<file path="src/rtl/divider_ctrl.sv">
// divider_ctrl: programmable clock divider with a ready/valid divisor port.
// A new divisor takes effect only on a period boundary, so no period is ever
// truncated or stretched; a divisor offered mid-period is parked in pend_reg.
// Optional feature: define DIVIDER_CTRL_CLKOUT_EN to add the clk_out square
// wave output and its decode.
module divider_ctrl #(
  parameter int CNT_W       = 26,
  parameter int DIV_DEFAULT = 500000
) (
  input  logic             clk,
  input  logic             rst,
  input  logic             en,
  input  logic             cfg_valid,
  input  logic [CNT_W-1:0] cfg_div,
  output logic             cfg_ready,
  output logic             tick,
`ifdef DIVIDER_CTRL_CLKOUT_EN
  output logic             clk_out,
`endif
  output logic             busy,
  output logic             cfg_err
);

  typedef enum logic [1:0] {
    ST_STOP = 2'd0,
    ST_RUN  = 2'd1,
    ST_PEND = 2'd2
  } state_t;

  state_t           state_reg, state_next;
  logic [CNT_W-1:0] cnt_reg, cnt_next;
  logic [CNT_W-1:0] div_reg, div_next;
  logic [CNT_W-1:0] pend_reg, pend_next;
  logic             cfg_err_reg, cfg_err_next;

  logic             xfer;
  logic             legal;
  logic             at_wrap;

  // A divisor below 2 cannot produce a period with a distinct last cycle.
  assign xfer    = cfg_valid && cfg_ready;
  assign legal   = (cfg_div >= CNT_W'(2));
  assign at_wrap = (cnt_reg == div_reg - CNT_W'(1));

  // Outputs decode only registered state; cfg_ready depends on state alone.
  assign cfg_ready = (state_reg != ST_PEND);
  assign busy      = (state_reg != ST_STOP);
  assign tick      = busy && at_wrap;
  assign cfg_err   = cfg_err_reg;

`ifdef DIVIDER_CTRL_CLKOUT_EN
  // High for the first ceil(N/2) cycles of each period, so odd N is high longer.
  assign clk_out = busy && (cnt_reg < (div_reg - (div_reg >> 1)));
`endif

  // Register update with synchronous reset; reset discards any pending divisor.
  always_ff @(posedge clk) begin
    if (rst) begin
      state_reg   <= ST_STOP;
      cnt_reg     <= '0;
      div_reg     <= CNT_W'(DIV_DEFAULT);
      pend_reg    <= '0;
      cfg_err_reg <= 1'b0;
    end else begin
      state_reg   <= state_next;
      cnt_reg     <= cnt_next;
      div_reg     <= div_next;
      pend_reg    <= pend_next;
      cfg_err_reg <= cfg_err_next;
    end
  end

  // Next-state, counter and divisor-handover decisions.
  always_comb begin
    state_next   = state_reg;
    cnt_next     = cnt_reg;
    div_next     = div_reg;
    pend_next    = pend_reg;
    cfg_err_next = xfer && !legal;

    case (state_reg)
      ST_STOP: begin
        cnt_next = '0;
        if (xfer && legal) begin
          div_next = cfg_div;
        end
        if (en) begin
          state_next = ST_RUN;
        end
      end

      ST_RUN: begin
        if (!en) begin
          // Stopping: nothing is mid-period any more, so a divisor applies now.
          state_next = ST_STOP;
          cnt_next   = '0;
          if (xfer && legal) begin
            div_next = cfg_div;
          end
        end else begin
          cnt_next = at_wrap ? '0 : cnt_reg + CNT_W'(1);
          if (xfer && legal) begin
            if (at_wrap) begin
              div_next = cfg_div;
            end else begin
              pend_next  = cfg_div;
              state_next = ST_PEND;
            end
          end
        end
      end

      ST_PEND: begin
        if (!en) begin
          state_next = ST_STOP;
          cnt_next   = '0;
          div_next   = pend_reg;
        end else if (at_wrap) begin
          state_next = ST_RUN;
          cnt_next   = '0;
          div_next   = pend_reg;
        end else begin
          cnt_next = cnt_reg + CNT_W'(1);
        end
      end

      default: begin
        state_next = ST_STOP;
        cnt_next   = '0;
      end
    endcase
  end

endmodule

</file>
<file path="config.mk">
export PLATFORM = sky130hd
export DESIGN_NAME = divider_ctrl
export DESIGN_NICKNAME = d
export VERILOG_FILES = /design/src/rtl/divider_ctrl.sv
export SDC_FILE = /design/constraint.sdc
export NUM_CORES = 1
export LEC_CHECK = 0
export CAP_MARGIN = 20
export CORE_MARGIN = 5
export CORE_UTILIZATION = 40
export DETAILED_ROUTE_END_ITERATION = 6
export HOLD_SLACK_MARGIN = 0.02
export MAX_ROUTING_LAYER = met4
export PLACE_DENSITY = 0.7
export REMOVE_ABC_BUFFERS = 1
export SETUP_SLACK_MARGIN = 0.15
export SLEW_MARGIN = 20
export SYNTH_ARGS = -nofsm -noshare
export SYNTH_HDL_FRONTEND = slang
export SYNTH_SLANG_ARGS = --single-unit
</file>
<file path="constraint.sdc">
create_clock -name clk -period 3.1 [get_ports clk]
set_clock_uncertainty 0.05 [all_clocks]
set_input_delay 0.62 -clock clk [delete_from_list [all_inputs] [get_ports clk]]
set_output_delay 0.62 -clock clk [all_outputs]
set_load 0.01 [all_outputs]
</file>
==> results list <==
* Share of cells above drive strength 1: just under 40%
- OpenSTA, run right after detailed placement, puts the worst setup slack at -766 ps.
* Syn. warnings: 0
* Fill cells: ~780
- Placeable core region: 10900 um^2
- Most instantiated flip-flop cell in the synthesis netlist: dfxtp_1
- Overall routed net length: 16900 um
- Final hold violations: 0
- In this run the mean area of a mapped cell was 8.53 um^2.
- Final setup violating endpoints: 55
* Cell area after placement: 5590 um^2
- After layout, the minimum clock period comes to approximately 3700 ps.
- Of all nets on the critical path, the largest fanout is 4.
- Worst r2r dst: div_reg[14]$_SDFFE_PP0P_
* Max-slew violation total from the final report: 0
- Post-synth design cell area: 4460 um^2
* Combinational family with the most area after synthesis: compound AO/OA/AOI/OAI gates
* Pleak: ~2.6 nW
* Clock network latency to the later pin of the worst-skew pair: approximately 380 ps
- The worst register-to-register path has a depth of 17.
* Post-Layout Cell Count: 809
* Compound-gate portion of the synthesized area: around a quarter
- Summing all flip-flop and latch instances after layout gives roughly 1600 um^2.
* Clock transition time at the flip-flop clock pins of the worst setup and hold paths: 100 ps
- Layer carrying the most global-route usage: met2
- Measured against the total synthesized area, the mux share comes to 0.673%.
- Overall track demand over capacity in global routing: 23.6%
- For this design the top-level I/O count stands at 34.
- Summing all multi-input logic gate instances after layout gives 3310 um^2.
- Dividing total power by cell area gives a power density of around 670 nW/um^2.
- The repair_antennas step left the layout with diodes totalling 0.
- Final cycle utilization of the critical path: 118%
- For this run, global-route usage on met3 was measured as around 3.8%.
- In this run, CTS created clock tree buffers numbering 9.
- Post-cts hold buffer count: 0
* Worst endpoint data arrival time: 2990 ps
- Synthesis produced 523 cells.
- Crit path setup slack, layout: -563 ps
* Flip-flop and latch count after synthesis: between 80 and 90
- For this run, design rule violations remaining after detail routing come to 0.
- In this run, placement finished with an instance count of about 760.
- Setup repair after global routing could not meet its margin everywhere.
* Average via count per standard cell: roughly 6.1
- Xor/xnor cell area share of the yosys netlist: 11.9%
* Global Route met1 Usage: 27.8%
- Largest net degree at the start of global routing: 38
- The first global-routing pass estimated 24000 um of wire.
- Measured against its own limit, the worst slew margin works out to 27.1%.
- Max-cap violation count: 0
- Post-synth EDFFs: 0
- Final design utilization: 64.9%
- The final reports fail on setup timing.
* Antenna violations before repair: 0
- The flow ran to the end, but the final reports show violations.
- TritonCTS built the clock tree.
- The number of global-route vias before repair was about 4800.
- Unique masters post-synth: 58
- Destination of the critical timing path: tick
* Leftover overflow at the end of global routing: 0
* Post-DR wirelength/cell: 20.8 um
* Die outline area: 13400 um^2
* Clock buffer depth: 2
- The count of buffers added on input and output ports is 33.
- At the worst endpoint, the required time is about 2400 ps.
- Startpoint of the worst setup timing path: div_reg[16]$_SDFFE_PP1P_
- Before antenna repair, the detailed router went through 5 iterations.
- Horiz. Die Dim: 116 um
* Violation count after the first detailed-routing iteration: 372
- FFs w/ async S/R, synth: 0%
- Synth-to-Final Area Change: 58.5%
- For this configuration, the core starts out at a cell density of around two fifths.
* Crit path kind: reg2out
- The net count of the finished layout is 700.
* Post-DRT Antenna Nets: 0
- Pin slew with the least headroom to its limit: 1090 ps
- The detailed router placed 4927 vias in this run.
- Endpoint class of the critical path: output port
- Synth Area in Adders: 1.68%
- Timing would allow up to 273 MHz.
* Detail Placement HPWL: ~9100 um
- After floorplanning, the core was divided into 38 placement rows.
- Across the VDD grid, the largest voltage drop is around 0.36 mV.
* Number of clock sinks seen by CTS: 81
* Placer congestion estimate: roughly 0.92
- CP startpoint kind: flip-flop
- The path class of the tightest hold or removal check is reg2reg.
- Root buf cell: clkbuf_8
- Post-route cell area: 7070 um^2
- The startpoint identified for the worst register-to-register timing path is div_reg[1]$_SDFFE_PP0P_.
- On the final layout, the worst hold slack is between 400 and 500 ps.
- Met2 global-route usage: roughly two fifths
* Sequential-to-total area share from yosys stat: 36.4%
* Floorplan die height: 116 um
- Summing the areas of all and, or, nand and nor instances in the mapped netlist gives between 20% and 30% of the synthesized area.
- Register-to-Register Setup Slack: -380 ps
* Number of levels in the clock H-tree: 3
metal layers:
metal	wire [um]	share of wire, %
met5	0	0
met4	1130	6.7
met3	1030	6.1
met2	8180	48
met1	6530	39
kinds of logic after synthesis:
logic type               count (synthesis)
AO/OA/AOI/OAI                          145
adder cells (fa/ha/maj)                  6
multiplexers                             3
flip-flops                              81
AND/OR/NAND/NOR                        183
buffers and inverters                   46
XOR/XNOR                                59
cells in the final DEF, fill, tap and decap left out, types with 4 or more instances in the layout:
cell / count
a221o_1: 7
buf_6: 16
clkbuf_16: 6
xor2_1: 28
nor2_1: 19
o21ai_1: 13
nor2b_1: 4
nand2_1: 20
buf_16: 5
dfxtp_1: 78
clkdlybuf4s50_1: 32
or4_1: 4
nand3_2: 22
nand3_4: 5
a22o_1: 46
nand4_1: 6
and3_1: 11
xnor2_1: 30
ha_1: 5
nand3_1: 17
clkbuf_8: 9
a21oi_2: 19
buf_12: 7
o21ai_0: 11
a21oi_1: 12
nor4_1: 8
buf_4: 95
inv_1: 9
nor3_1: 10
nor2_4: 20
nor4_4: 4
o21ai_2: 7
how the worst min path moves through the flow:
stage,from,endpoint,slack (ps),cells past startpoint
after floorplan,pend_reg[0]$_SDFFE_PP0P_,pend_reg[0]$_SDFFE_PP0P_,400,2
after global placement,pend_reg[10]$_SDFFE_PP0P_,pend_reg[10]$_SDFFE_PP0P_,410,2
after detailed placement,pend_reg[11]$_SDFFE_PP0P_,pend_reg[11]$_SDFFE_PP0P_,420,2
after CTS,pend_reg[15]$_SDFFE_PP0P_,pend_reg[15]$_SDFFE_PP0P_,430,2
after global routing,pend_reg[5]$_SDFFE_PP0P_,pend_reg[5]$_SDFFE_PP0P_,440,2
final,pend_reg[5]$_SDFFE_PP0P_,pend_reg[5]$_SDFFE_PP0P_,420,2
metrics by stage:
stage          TNS (ps)  power, mW
2_1_floorplan    -17250       2.18
3_3_place_gp      -5550       2.97
3_5_place_dp     -12000       3.01
4_1_cts           -6510       4.37
5_1_grt          -20380       4.93
6_report         -12930       4.74
layout make-up:
type | instances | share of cell area, %
inverters | 11 | 0.584
multi-input cells | 396 | 46.8
clock inverters | 7 | 1.52
clock buffers | 9 | 1.75
repair buffers | 165 | 23.9
well taps | 140 | 2.48
flip-flops and latches | 81 | 23.0
cells in the mapped netlist, types with 2 or more instances:
master	count	area, um^2
and3_1	11	68.8
o31a_1	4	35.0
nor2_1	42	158
dfxtp_1	81	1620
xnor2_1	30	263
o21ai_0	30	150
nand2b_1	4	25.0
a221o_1	7	70.1
nand2_1	20	75.1
a22o_1	46	403
and2_1	3	18.8
or4_1	5	37.5
nor2b_1	4	25.0
nand4_1	6	37.5
inv_1	11	41.3
or3_1	5	31.3
xor2_1	28	245
o311ai_0	2	17.5
nor4b_1	4	35.0
a211o_1	2	17.5
nor3_1	14	70.1
mux2i_1	3	30.0
a31oi_1	3	18.8
clkbuf_1	24	90.1
a21oi_1	31	155
buf_1	3	11.3
buf_2	6	30.0
o31ai_1	4	30.0
ha_1	6	75.1
nor4_1	12	75.1
a2111oi_0	2	17.5
nand3_1	44	220
critical path, cell delays in order (launching register included):
cell,delay (ps)
dfxtp_1,470
xnor3_1,440
or2_0,220
a2111o_1,440
nand2_1,80
nand4_1,130
or4_4,590
nor2_2,110
buf_2,140
where the power goes:
part	switching, mW	internal [mW]
Clock	0.477	0.471
Sequential	0.132	1.17
Combinational	1.22	1.27
Total	1.83	2.90
what timing repair did:
action	4_1_cts	5_1_grt
resized for setup	71	126
buffers inserted	17	6
pin swaps	39	62
cloned	6	8
setup endpoints to repair	81	81
Note: power is estimated with default switching activity, not from simulation.
==> RTL change 1 (same flow settings) <==
Encoding of `state_t`: now one-hot (3 bits for 3 states).
--- a/src/rtl/divider_ctrl.sv
+++ b/src/rtl/divider_ctrl.sv
@@ -22,8 +22,8 @@
 );
 
-  typedef enum logic [1:0] {
-    ST_STOP = 2'd0,
-    ST_RUN  = 2'd1,
-    ST_PEND = 2'd2
+  typedef enum logic [2:0] {
+    ST_STOP = 3'b001,
+    ST_RUN  = 3'b010,
+    ST_PEND = 3'b100
   } state_t;
 
Check against the original RTL: same outputs for any inputs over 4 cycles, from zero or initial values and one cycle with rst high; so few cycles prove little.
==> RTL change 1 against the original RTL <==
The run ends with DRC, setup timing left. Largest cell class unchanged. Synthesized cell count increased by 9.2%. Hold slack better by 0.028 ns. Final area is 4.2% higher. Synthesized area up 9.1%. Via count increased by 5.5%. Critical path depth up 2. Register-to-register slack lost 0.03 ns. Setup slack better by 0.15 ns. Wire length increased by 2.5%. Highest routed layer unchanged. Sequential cell count grew 1.
Power is not compared: it rests on default switching activity, and its combinational part moved more than twofold at a synthesized area within 25%.
==> RTL change 1: results (changes against the original RTL) <==
- Outcome: finished with violations (unchanged).
* Violated checks: DRC, setup timing (was setup timing)
* Hold path start: pend_reg[25] (was pend_reg[5])
- The detailed-routing iteration count for the pre-antenna-repair pass was 7 (was 5).
* Overall global routing resource usage: 24.1% (was 23.6%)
- Largest net degree at the start of global routing: 40 (was 38)
- The mean number of vias per cell came to 6.05 (was 6.09).
* Global-route wire length before repair: 27.2 mm (was 24.0 mm)
* Setup slack of the critical path after layout: -0.416 ns (was -0.563 ns)
- Clock root buffer master: clkbuf_16 (was clkbuf_8)
- Net count reported at finish: 739 (was 700)
* Ranking of synthesized cells by area: dfxtp_1 (34%), mux2i_1 (6.8%), nor2_1 (6.2%), xor2_1 (5.6%), a222oi_1 (3.9%) (was dfxtp_1 (36%), a22o_1 (9.0%), xnor2_1 (5.9%), xor2_1 (5.5%), nand3_1 (4.9%))
* Post-synthesis xor/xnor area fraction: 9.35% (was 11.9%)
- Worst reg2reg path startpoint: div_reg[15] (was div_reg[1])
- The share of layout cells above drive strength 1 is 36.1% (was 39.2%).
* Distinct cell type count of the synthesized netlist: 61 (was 58)
* Critical path required time: 2.43 ns (about the same)
- Setup violation total in the final timing report: 81 (was 55)
* Dpl cell area: 6040 sq um (was 5590 sq um)
* Clock Latency Late Sink: 0.35 ns (was 0.38 ns)
* Drt wl/cell: 20.1 microns (was 20.8 microns)
- The highest cell delay on the worst timing path came to 0.53 ns (was 0.59 ns).
- Share of the synthesized area in compound gates (AO/OA/AOI/OAI): 16.8% (was 23.3%)
* Post-detailed-route DRC marker count: 8 (was 0)
- The most common flop cell mapped by yosys was dfxtp_1 (unchanged).
- Summed over all cells, the static leakage comes to 2.74 nW.
* I/O Buffers: 33 (unchanged)
* Synthesized-area fraction occupied by adder cells: 0.514% (was 1.68%)
- Routability-driven placement congestion ratio: 0.904 (was 0.921)
- Most frequent cells after synthesis: dfxtp_1 (82), nor2_1 (80), clkbuf_1 (35) (was dfxtp_1 (81), a22o_1 (46), nand3_1 (44))
- Sequential element share of the synthesized area: 33.7% (was 36.4%)
- Detailed placement HPWL: 9.79 mm (was 9.13 mm)
- Worst max-slew margin expressed relative to the limit: 66.2% (was 27.1%)
* Via count of the first global-routing pass: 5203 (was 4769)
* Clock edge transition at the registers on the reported setup and hold paths: 0.08 ns (was 0.10 ns)
RTL change 1: routing by layer:
metal  vias to the layer above  global-route usage (%)  wire [microns]
met5                         -                       -               0
met4                         0                    12.8             939
met3                        70                    4.02            1150
met2                       267                    39.1            8370
met1                      2494                    28.9            6810
li1                       2368                       -               -
RTL change 1: per-stage QoR:
stage               TNS (ns)  cells  total power [mW]  setup slack, ns
finish                -18.78    859              3.01           -0.416
global route          -29.15    859              3.12           -0.543
CTS                   -10.25    856              2.93           -0.433
detailed placement    -18.89    808              1.75           -0.683
global placement      -14.33    808              1.73           -0.652
floorplan            -128.27    519              1.46            -3.34
RTL change 1: layout make-up:
class	instances	area [sq um]
inverter	10	37.5
sequential	82	1650
fill	881	4590
multi-input combinational	427	3360
clock buffer	9	225
tap	147	184
clock inverter	7	83.8
timing repair buffer	177	1830
RTL change 1: worst paths after layout:
kind	endpoint	slack (ns)	cells past startpoint
max	tick	-0.42	10
min	pend_reg[25]	0.45	2
max reg2reg	div_reg[3]	-0.41	16
min reg2reg	pend_reg[25]	0.45	2
RTL change 1: repair_timing:
action	in CTS	in global routing
endpoints found under the setup margin	81	81
resized for setup	106	33
gates cloned	12	1
setup buffers	20	2
pin swaps	39	10
RTL change 1: cells by family after synthesis:
kind of cell,count (synthesis)
fa+ha+maj,2
mux,33
xor+xnor,52
buf+inv,62
simple gates,235
compound gates,105
flops,82
RTL change 1: where the power goes:
part	switching [mW]	leakage, nW	internal, mW	total (mW)
sequential	0.0474	0.669	1.09	1.14
clock	0.505	0.154	0.641	1.15
combinational	0.362	1.91	0.361	0.722
==> RTL change 2 (same flow settings) <==
Made on the original files. Add a define of `DIVIDER_CTRL_CLKOUT_EN`.
--- a/src/rtl/divider_ctrl.sv
+++ b/src/rtl/divider_ctrl.sv
@@ -4,4 +4,6 @@
 // Optional feature: define DIVIDER_CTRL_CLKOUT_EN to add the clk_out square
 // wave output and its decode.
+`define DIVIDER_CTRL_CLKOUT_EN
+
 module divider_ctrl #(
   parameter int CNT_W       = 26,
Behaviour (old outputs only; new: clk_out): unchanged (Yosys induction, for registers that start in step).
==> RTL change 2 against the original RTL <==
The run still ends with setup timing left. Critical endpoint is now clk_out. Wire length up 27%. Sequential cell count unchanged. Final area up 44%. Total power up 55%. Synthesized area up 55%. Critical path depth up 12. Cell count up 57%. Critical path type unchanged. Setup slack worse by 1.2 ns.
==> RTL change 2: results (changes against the original RTL) <==
* Outcome: finished with violations (unchanged)
- Violated checks: setup timing (unchanged)
- Global-route wire length before repair: 33.2 mm (was 24.0 mm)
- The number of vias in the routed layout came to 7015 (was 4927).
- The slowest cell on the critical path is dfxtp_4 (was or4_4).
* Post-Place Setup Slack: -2.32 ns (was -0.766 ns)
- Setup slack of the critical path after layout: -1.80 ns (was -0.563 ns)
- Uppermost metal layer occupied by signal nets: met4 (unchanged)
- The clock root buffer is clkbuf_16 (was clkbuf_8).
- Distinct cell type count of the synthesized netlist: 69 (was 58)
- Routed wire length on met3: 868 microns (was 1.03 mm)
- The largest net degree at the start of global routing is 37 (was 38).
- The number of nets in the final layout came to 1155 (was 700).
- Number of violations reported at the end of detailed-routing iteration 0: 459 (was 372)
* Fraction of registers with async set or reset after synthesis: 0% (unchanged)
- Overall global routing resource usage: 20.8% (was 23.6%)
- The total routed wire length on the met1 layer came to 9.50 mm (was 6.53 mm).
- The overflow left after global routing is 0 (unchanged).
- Ranking of synthesized cells by area: dfxtp_1 (23%), ha_1 (15%), xnor2_1 (5.7%), xor2_1 (5.1%), inv_1 (4.7%) (was dfxtp_1 (36%), a22o_1 (9.0%), xnor2_1 (5.9%), xor2_1 (5.5%), nand3_1 (4.9%))
* Detailed placement HPWL: 15.1 mm (was 9.13 mm)
* Detail Route met2 WL: 10.5 mm (was 8.18 mm)
- Antenna diodes: 0 (unchanged)
- Highest net fanout along the worst path: 4 (unchanged)
- The latest clock arrival within the worst-skew pair was 0.35 ns (was 0.38 ns).
- Via count of the first global-routing pass: 6745 (was 4769)
- The final weighted congestion of routability-driven global placement was 0.898 (was 0.921).
- The TritonCTS buffer count was 9 (unchanged).
- The setup violation total in the final timing report was 82 (was 55).
- Most frequent cells after synthesis: inv_1 (87), ha_1 (83), dfxtp_1 (81) (was dfxtp_1 (81), a22o_1 (46), nand3_1 (44)).
- The initial antenna violation count was 0 (unchanged).
- The class of the worst hold path is reg2reg (unchanged).
- DR pass1 iterations: 5 (unchanged)
- Total number of H-tree levels: 3 (unchanged)
* I/O Buffers: 34 (was 33)
- The share of layout cells above drive strength 1 is 33.8% (was 39.2%).
- Delay of the slowest cell on the worst path: 0.39 ns (was 0.59 ns)
- Maximum number of buffers from clock root to sink: 2 (unchanged)
- Detailed-route wire length: 21.4 mm (was 16.9 mm)
* Largest delay contributor family on the critical path: compound AO/OA/AOI/OAI gates (was simple AND/OR/NAND/NOR gates)
* Sequential element share of the synthesized area: 23.4% (was 36.4%)
* Worst endpoint data arrival time: 4.23 ns (was 2.99 ns)
- The total leakage power is 4.33 nW (was 2.60 nW).
- Worst IR drop on VDD: 404 uV (was 359 uV)
* Worst max-slew margin expressed relative to the limit: 52.9% (was 27.1%)
- Clock edge transition at the registers on the reported setup and hold paths: 0.07 ns (was 0.10 ns)
- The most common flop cell mapped by yosys is dfxtp_1 (unchanged).
- The accumulated negative setup slack came to -23.19 ns (was -12.93 ns).
* Syn. warnings: 0 (unchanged)
* FILL cells: 1403 (was 778)
-- RTL change 2: logic make-up (layout without fill, tap and decap cells) --
family	Yosys count	in the layout	share of synthesized area, %
flip-flops	81	81	23.4
XOR/XNOR	87	87	11.4
adder cells (fa/ha/maj)	84	84	15.3
buffers and inverters	126	358	8.00
AO/OA/AOI/OAI	210	210	24.4
AND/OR/NAND/NOR	224	224	17.2
multiplexers	2	2	0.289
-- RTL change 2: stage by stage --
stage                     utilization, %  cells  instance area, sq um
after floorplan                        -    775                  6700
after global placement              51.8   1233                  8870
after detailed placement            51.8   1233                  8870
after CTS                           55.8   1261                  9550
after global routing                59.5   1271                 10200
final                               59.5   1271                 10200
-- RTL change 2: tightest hold or removal path, delay by kind of cell, from the launching register on --
| kind | cells | cell delay, ns |
|---|---|---|
| DFF | 1 | 0.34 |
| and+or+nand+nor | 1 | 0.07 |
| muxes | 1 | 0.05 |
-- RTL change 2: final cells by class --
type	count	area share (%)
repair buffers	255	21.5
flip-flops and latches	81	16.0
well taps	225	2.77
clock buffers	12	2.32
multi-input cells	607	53.4
clock inverters	4	0.750
inverters	87	3.26
-- RTL change 2: final timing paths --
| path | startpoint | end | slack (ns) | cells past startpoint |
|---|---|---|---|---|
| min reg2reg | state_reg[0] | state_reg[0] | 0.45 | 2 |
| max | div_reg[1] | clk_out | -1.80 | 20 |
| min | state_reg[0] | state_reg[0] | 0.45 | 2 |
| max reg2reg | div_reg[0] | div_reg[1] | -0.34 | 16 |
-- RTL change 2: routing by layer --
| layer | vias to the layer above | track usage [%] |
|---|---|---|
| met4 | 0 | 6.67 |
| met3 | 31 | 2.39 |
| li1 | 3443 | - |
| met1 | 3342 | 26.6 |
| met2 | 199 | 34.2 |
| met5 | - | - |
-- RTL change 2: report_power, final --
group	leakage, nW	internal, mW	switching, mW
Sequential	0.660	1.15	0.0678
Combinational	3.52	2.59	2.36
Clock	0.147	0.711	0.464
-- RTL change 2: timing repair --
| item | CTS | global route |
|---|---|---|
| gates cloned | 0 | 6 |
| endpoints found under the setup margin | 82 | 82 |
| resized for setup | 71 | 99 |
| buffers inserted | 12 | 4 |
| pin swaps | 28 | 60 |
